--- src/rtl/flash_prog_ctrl.sv ---
// flash_prog_ctrl: EN25F80 write-side SPI controller (WREN, page program / 4KB sector erase, RDSR poll until WIP clears)
//  clkMain, rst                          system clock, synchronous active-high reset
//  devEnable_i, erase_i, addr_i          request, op select (1=erase), flash byte address
//  writeData_i, byteSelect_i             little-endian program word and its byte enables
//  busy_o, done_o                        CPU stall, one-cycle completion pulse
//  clk_o, cs_n_o, di_o, do_i             SPI mode 0 SCK, chip select, MOSI, MISO
module flash_prog_ctrl #(
  parameter int CLK_DIV = 1,
  parameter int CS_HIGH_CYC = 4
) (
  input  logic        clkMain,
  input  logic        rst,
  input  logic        devEnable_i,
  input  logic        erase_i,
  input  logic [23:0] addr_i,
  input  logic [31:0] writeData_i,
  input  logic [3:0]  byteSelect_i,
  output logic        busy_o,
  output logic        done_o,
  output logic        clk_o,
  output logic        cs_n_o,
  output logic        di_o,
  input  logic        do_i
);
  localparam int CW = $clog2(CLK_DIV + 1);
  localparam int GW = $clog2(CS_HIGH_CYC + 1);
  typedef enum logic [2:0] {IDLE, WREN, GAP1, CMD, GAP2, POLL, DONE} state_t;
  state_t state, state_n;
  logic ers_r;
  logic [23:0] addr_r;
  logic [31:0] dat_r;
  logic [3:0] bs_r;
  logic [CW-1:0] cnt;
  logic [GW-1:0] gap_cnt;
  logic half, tail, cs_n_r, sck_r;
  logic [2:0] bit_cnt, idx, ni, last_idx;
  logic [7:0] sh, rx, rx_n, nb, fb;
  logic [1:0] lo, hi, k;
  logic shifting, entering, half_end, xfer_end, gap_end, last;
  always_comb begin
    shifting = state == WREN || state == CMD || state == POLL;
    entering = state_n != state && (state_n == WREN || state_n == CMD || state_n == POLL);
    half_end = cnt == CW'(CLK_DIV - 1);
    xfer_end = shifting && tail && half_end;
    gap_end = gap_cnt == GW'(CS_HIGH_CYC - 1);
    rx_n = {rx[6:0], do_i};
    lo = bs_r[0] ? 2'd0 : bs_r[1] ? 2'd1 : bs_r[2] ? 2'd2 : 2'd3;
    hi = bs_r[3] ? 2'd3 : bs_r[2] ? 2'd2 : bs_r[1] ? 2'd1 : 2'd0;
    last_idx = ers_r ? 3'd3 : 3'd4 + {1'b0, hi - lo};
    ni = idx + 3'd1;
    k = lo + ni[1:0];
    nb = state == POLL ? 8'h00 :
         ni == 3'd1 ? addr_r[23:16] :
         ni == 3'd2 ? addr_r[15:8] :
         ni == 3'd3 ? (ers_r ? addr_r[7:0] : {addr_r[7:2], lo}) :
         bs_r[k] ? dat_r[{k, 3'b000} +: 8] : 8'hFF;
    last = state == WREN || (state == CMD ? idx == last_idx : idx != 3'd0 && !rx_n[0]);
    fb = state_n == WREN ? 8'h06 : state_n == CMD ? (ers_r ? 8'h20 : 8'h02) : 8'h05;
  end
  always_ff @(posedge clkMain) state <= rst ? IDLE : state_n;
  always_comb begin
    state_n = state;
    case (state)
      IDLE: if (devEnable_i) state_n = (erase_i || |byteSelect_i) ? WREN : DONE;
      WREN: if (xfer_end) state_n = GAP1;
      GAP1: if (gap_end) state_n = CMD;
      CMD:  if (xfer_end) state_n = GAP2;
      GAP2: if (gap_end) state_n = POLL;
      POLL: if (xfer_end) state_n = DONE;
      default: state_n = IDLE;
    endcase
  end
  always_comb begin
    busy_o = (state != IDLE && state != DONE) || (state == IDLE && devEnable_i && |byteSelect_i && !rst);
    done_o = state == DONE;
    clk_o = sck_r;
    cs_n_o = cs_n_r;
    di_o = sh[7];
  end
  always_ff @(posedge clkMain) begin
    if (rst) begin
      cs_n_r <= 1'b1;
      sck_r <= 1'b0;
      sh <= 8'h00;
      rx <= 8'h00;
      half <= 1'b0;
      tail <= 1'b0;
      cnt <= '0;
      bit_cnt <= 3'd0;
      idx <= 3'd0;
    end else if (entering) begin
      cs_n_r <= 1'b0;
      sck_r <= 1'b0;
      sh <= fb;
      half <= 1'b0;
      tail <= 1'b0;
      cnt <= '0;
      bit_cnt <= 3'd7;
      idx <= 3'd0;
    end else if (shifting && half_end) begin
      cnt <= '0;
      if (tail) cs_n_r <= 1'b1;
      else if (!half) begin
        sck_r <= 1'b1;
        half <= 1'b1;
      end else begin
        sck_r <= 1'b0;
        half <= 1'b0;
        rx <= rx_n;
        bit_cnt <= bit_cnt - 3'd1;
        sh <= bit_cnt != 3'd0 ? {sh[6:0], 1'b0} : last ? 8'h00 : nb;
        tail <= bit_cnt == 3'd0 && last;
        idx <= bit_cnt != 3'd0 ? idx : state == POLL ? 3'd1 : ni;
      end
    end else if (shifting) cnt <= cnt + 1'b1;
  end
  always_ff @(posedge clkMain) begin
    if (state == IDLE && devEnable_i) begin
      ers_r <= erase_i;
      addr_r <= addr_i;
      dat_r <= writeData_i;
      bs_r <= byteSelect_i;
    end
    gap_cnt <= (state == GAP1 || state == GAP2) && !gap_end ? gap_cnt + 1'b1 : '0;
  end
endmodule

--- config.mk ---
export PLATFORM = sky130hd
export DESIGN_NAME = flash_prog_ctrl
export DESIGN_NICKNAME = d
export VERILOG_FILES = /design/src/rtl/flash_prog_ctrl.sv
export SDC_FILE = /design/constraint.sdc
export NUM_CORES = 1
export LEC_CHECK = 0
export BUFFER_PORTS_ARGS = -buffer_cell sky130_fd_sc_hd__buf_2
export CAP_MARGIN = 10
export CELL_PAD_IN_SITES_DETAIL_PLACEMENT = 1
export CELL_PAD_IN_SITES_GLOBAL_PLACEMENT = 1
export CORE_UTILIZATION = 40
export DETAILED_ROUTE_END_ITERATION = 8
export PLACE_DENSITY_LB_ADDON = 0.1
export SYNTH_ARGS = -nofsm -noshare
export SYNTH_HDL_FRONTEND = slang
export SYNTH_SLANG_ARGS = --single-unit
--- constraint.sdc ---
create_clock -name clkMain -period 10.5 [get_ports clkMain]
set_clock_uncertainty 0.15 [all_clocks]
set_input_delay 1.05 -clock clkMain [delete_from_list [all_inputs] [get_ports clkMain]]
set_output_delay 1.05 -clock clkMain [all_outputs]
set_load 0.05 [all_outputs]
==> impl_metrics.ini <==
[synthesis]
ys_seq_area_share_pct = 59.6
ys_ff_latch = 85
synth_common_cells = edfxtp_1 (61), nor2_1 (27), dfxtp_1 (24)
syn_inst = 320
synth_top_area_share_pct = 47.2
synth_cell_types = 57
synth_most_common_cell = edfxtp_1
synth_edf_count = 61
yosys.area.top_type = edfxtp_1
syn_area_um2 = 3880
syn_avg_cell_area_um2 = 12.1
synth_area_leaders = edfxtp_1 (47%), dfxtp_1 (12%), mux2i_1 (4.4%), ha_1 (3.2%), nor2_1 (2.6%)
synth_ff_type = edfxtp_1
ys_warn_count = 0
syn-num-nets = 395
async_flop_share_pct = 0

[die]
ioPinCount = 70
rows = 35
die_area_um2 = 10100
fp.dieH_um = 100
start_util_pct = 41.6
core_um2 = 9330
die_x_um = 100

[worst_setup_path]
crit_required_ps = 9300
end_kind = primary output
crit_path_start_kind = input pin
critPathKind = input pin to primary output
crit_fanout = 4
critical_path_arrival_ps = 2520

[cts]
clk_path_buf_depth = 2
cts_tree = yes
cts_setup_buffers = 0
cts-buffers-inserted = 9
root_buffer = clkbuf_8
htreeDepth = 3
worstSkewPairLatency_ps = 350
post_cts_resized = 0
cts.sinks = 85
path_clk_slew_ps = 90
hold_buffers = 0

[global_routing]
antenna_found_initial = 0
overflow = 0
grt_first_pass_wirelength_um = 13700
grt_usage_pct = 18.0
grt_pass1_vias = 2767
grt_max_degree = 62

[pwr]
p_sw_mw = 0.178
clkPwrFrac_pct = 35.0
p_leak_nw = 1.78
pwr_density_cell_nw_per_um2 = 160
swShare_pct = 24.4
pwr-share-comb_pct = 11.0
max-vdd-ir-drop_mv = 0.0745
intPower_mw = 0.549
seqPwrFrac_pct = 54.0

[sta]
setup_viol = 0
relSlewSlack_pct = 21.5
fmax_ghz = 0.269
finalCritPeriodShare_pct = 35.4
setup_tns_ps = 0
period_needed_ps = 3720
max_slew.worst_pin.slew_ps = 1170
whs_ps = 280
drv_slew = 0
rsz0062_at_grt = false
hold_viol_final = 0

[drt]
wl_um = 8610
num_vias = 2768
routedWlPerCell_um = 16.6
drcViolationCount = 0
avgViaCountPerCell = 5.33
dr.pass1.iters = 4
antenna_left = 0
drtIter0Drc = 97

[finish]
final_nets = 461
drive_gt1_share_pct = 23.8
utilization_pct = 48.7
fill_cells = 1024
syn_to_final_growth_pct = 17.2
antenna_cells = 0

[hold_path]
min_path_type = flop to flop

[place]
io_buffers = 69
gp_congestion = 0.704
place_hpwl_um = 6340

[outcome]
status = finished clean

[flow_run]
drv_cap = 0
final cells by class:
class / instances / area (um2) / share of cell area, %
Timing Repair Buffer: 70 / 353 / 7.76
Multi-Input combinational cell: 208 / 1460 / 32.1
Tap cell: 129 / 161 / 3.55
Sequential cell: 85 / 2310 / 50.9
Clock inverter: 5 / 85.1 / 1.87
Inverter: 12 / 45.0 / 0.991
Clock buffer: 10 / 128 / 2.81
placed cells by master, fill, tap and decap left out, drive strengths merged, types with 3 or more instances in the layout:
cell type,n
a2111oi,4
a211oi,3
a21oi,20
a221o,7
a221oi,5
a311oi,4
a31oi,4
and2,4
and3,5
buf,70
clkbuf,10
dfxtp,24
edfxtp,61
ha,10
inv,13
mux2i,17
nand2,18
nand2b,4
nand3,7
nor2,28
nor2b,7
nor3,7
o21a,3
o21ai,8
o22ai,3
o2bb2ai,4
xor2,3
path summary, 6_finish.rpt:
| kind | from | endpoint | slack (ps) | cells after the start |
|---|---|---|---|---|
| worst max-delay path | byteSelect_i[1] | busy_o | 6780 | 5 |
| worst min-delay path | gap_cnt[0]$_SDFF_PN0_ | gap_cnt[0]$_SDFF_PN0_ | 280 | 1 |
| worst max register to register | bs_r[1]$_DFFE_PP_ | sh[0]$_SDFFE_PP0P_ | 6930 | 9 |
| worst min register to register | gap_cnt[0]$_SDFF_PN0_ | gap_cnt[0]$_SDFF_PN0_ | 280 | 1 |
state kept, by name, indices dropped and copies added, names as in the netlist:
signal	cells
gap_cnt	3
addr_r	24
clk_o	1
cs_n_o	1
idx	3
ers_r	1
tail	1
bs_r	4
sh	8
state	3
dat_r	32
bit_cnt	3
cnt	1
worst max-delay path: stages:
cell     delay (ps)
buf_2           100
or4_1           610
a311o_1         390
a21o_1          170
buf_2           200
layer usage:
layer | global-route usage [%] | part of all wire [%] | wire [um]
met5 | 0 | 0 | 0
met4 | 7.58 | 1.5 | 131
met3 | 2.91 | 2.8 | 239
met2 | 30.5 | 50 | 4280
met1 | 22.9 | 46 | 3960
power groups by stage:
stage	logic (mW)	clock network [mW]	registers, mW
2_1_floorplan	0.0511	0	0.401
3_3_place_gp	0.0785	0	0.400
3_5_place_dp	0.0803	0	0.401
4_1_cts	0.0808	0.260	0.393
5_1_grt	0.0882	0.274	0.395
6_report	0.0797	0.254	0.393
through the flow:
stage / total power, mW / setup slack (ps) / instances / cell area (um2)
2_1_floorplan: 0.452 / 4520 / 320 / 3880
3_3_place_gp: 0.478 / 6790 / 504 / 4330
3_5_place_dp: 0.481 / 6770 / 504 / 4330
4_1_cts: 0.734 / 6770 / 519 / 4550
5_1_grt: 0.757 / 6550 / 519 / 4550
6_report: 0.727 / 6780 / 519 / 4550
cells by family after synthesis:
family | after synthesis | synth area share [%]
buffers and inverters | 27 | 3.00
AOI/OAI and AO/OA | 81 | 15.4
muxes | 18 | 4.68
xor gates and xnor gates | 6 | 1.71
adders and majority gates | 10 | 3.23
DFF | 85 | 59.6
and+or+nand+nor | 93 | 12.4
Power figures use the tool's default switching activity.
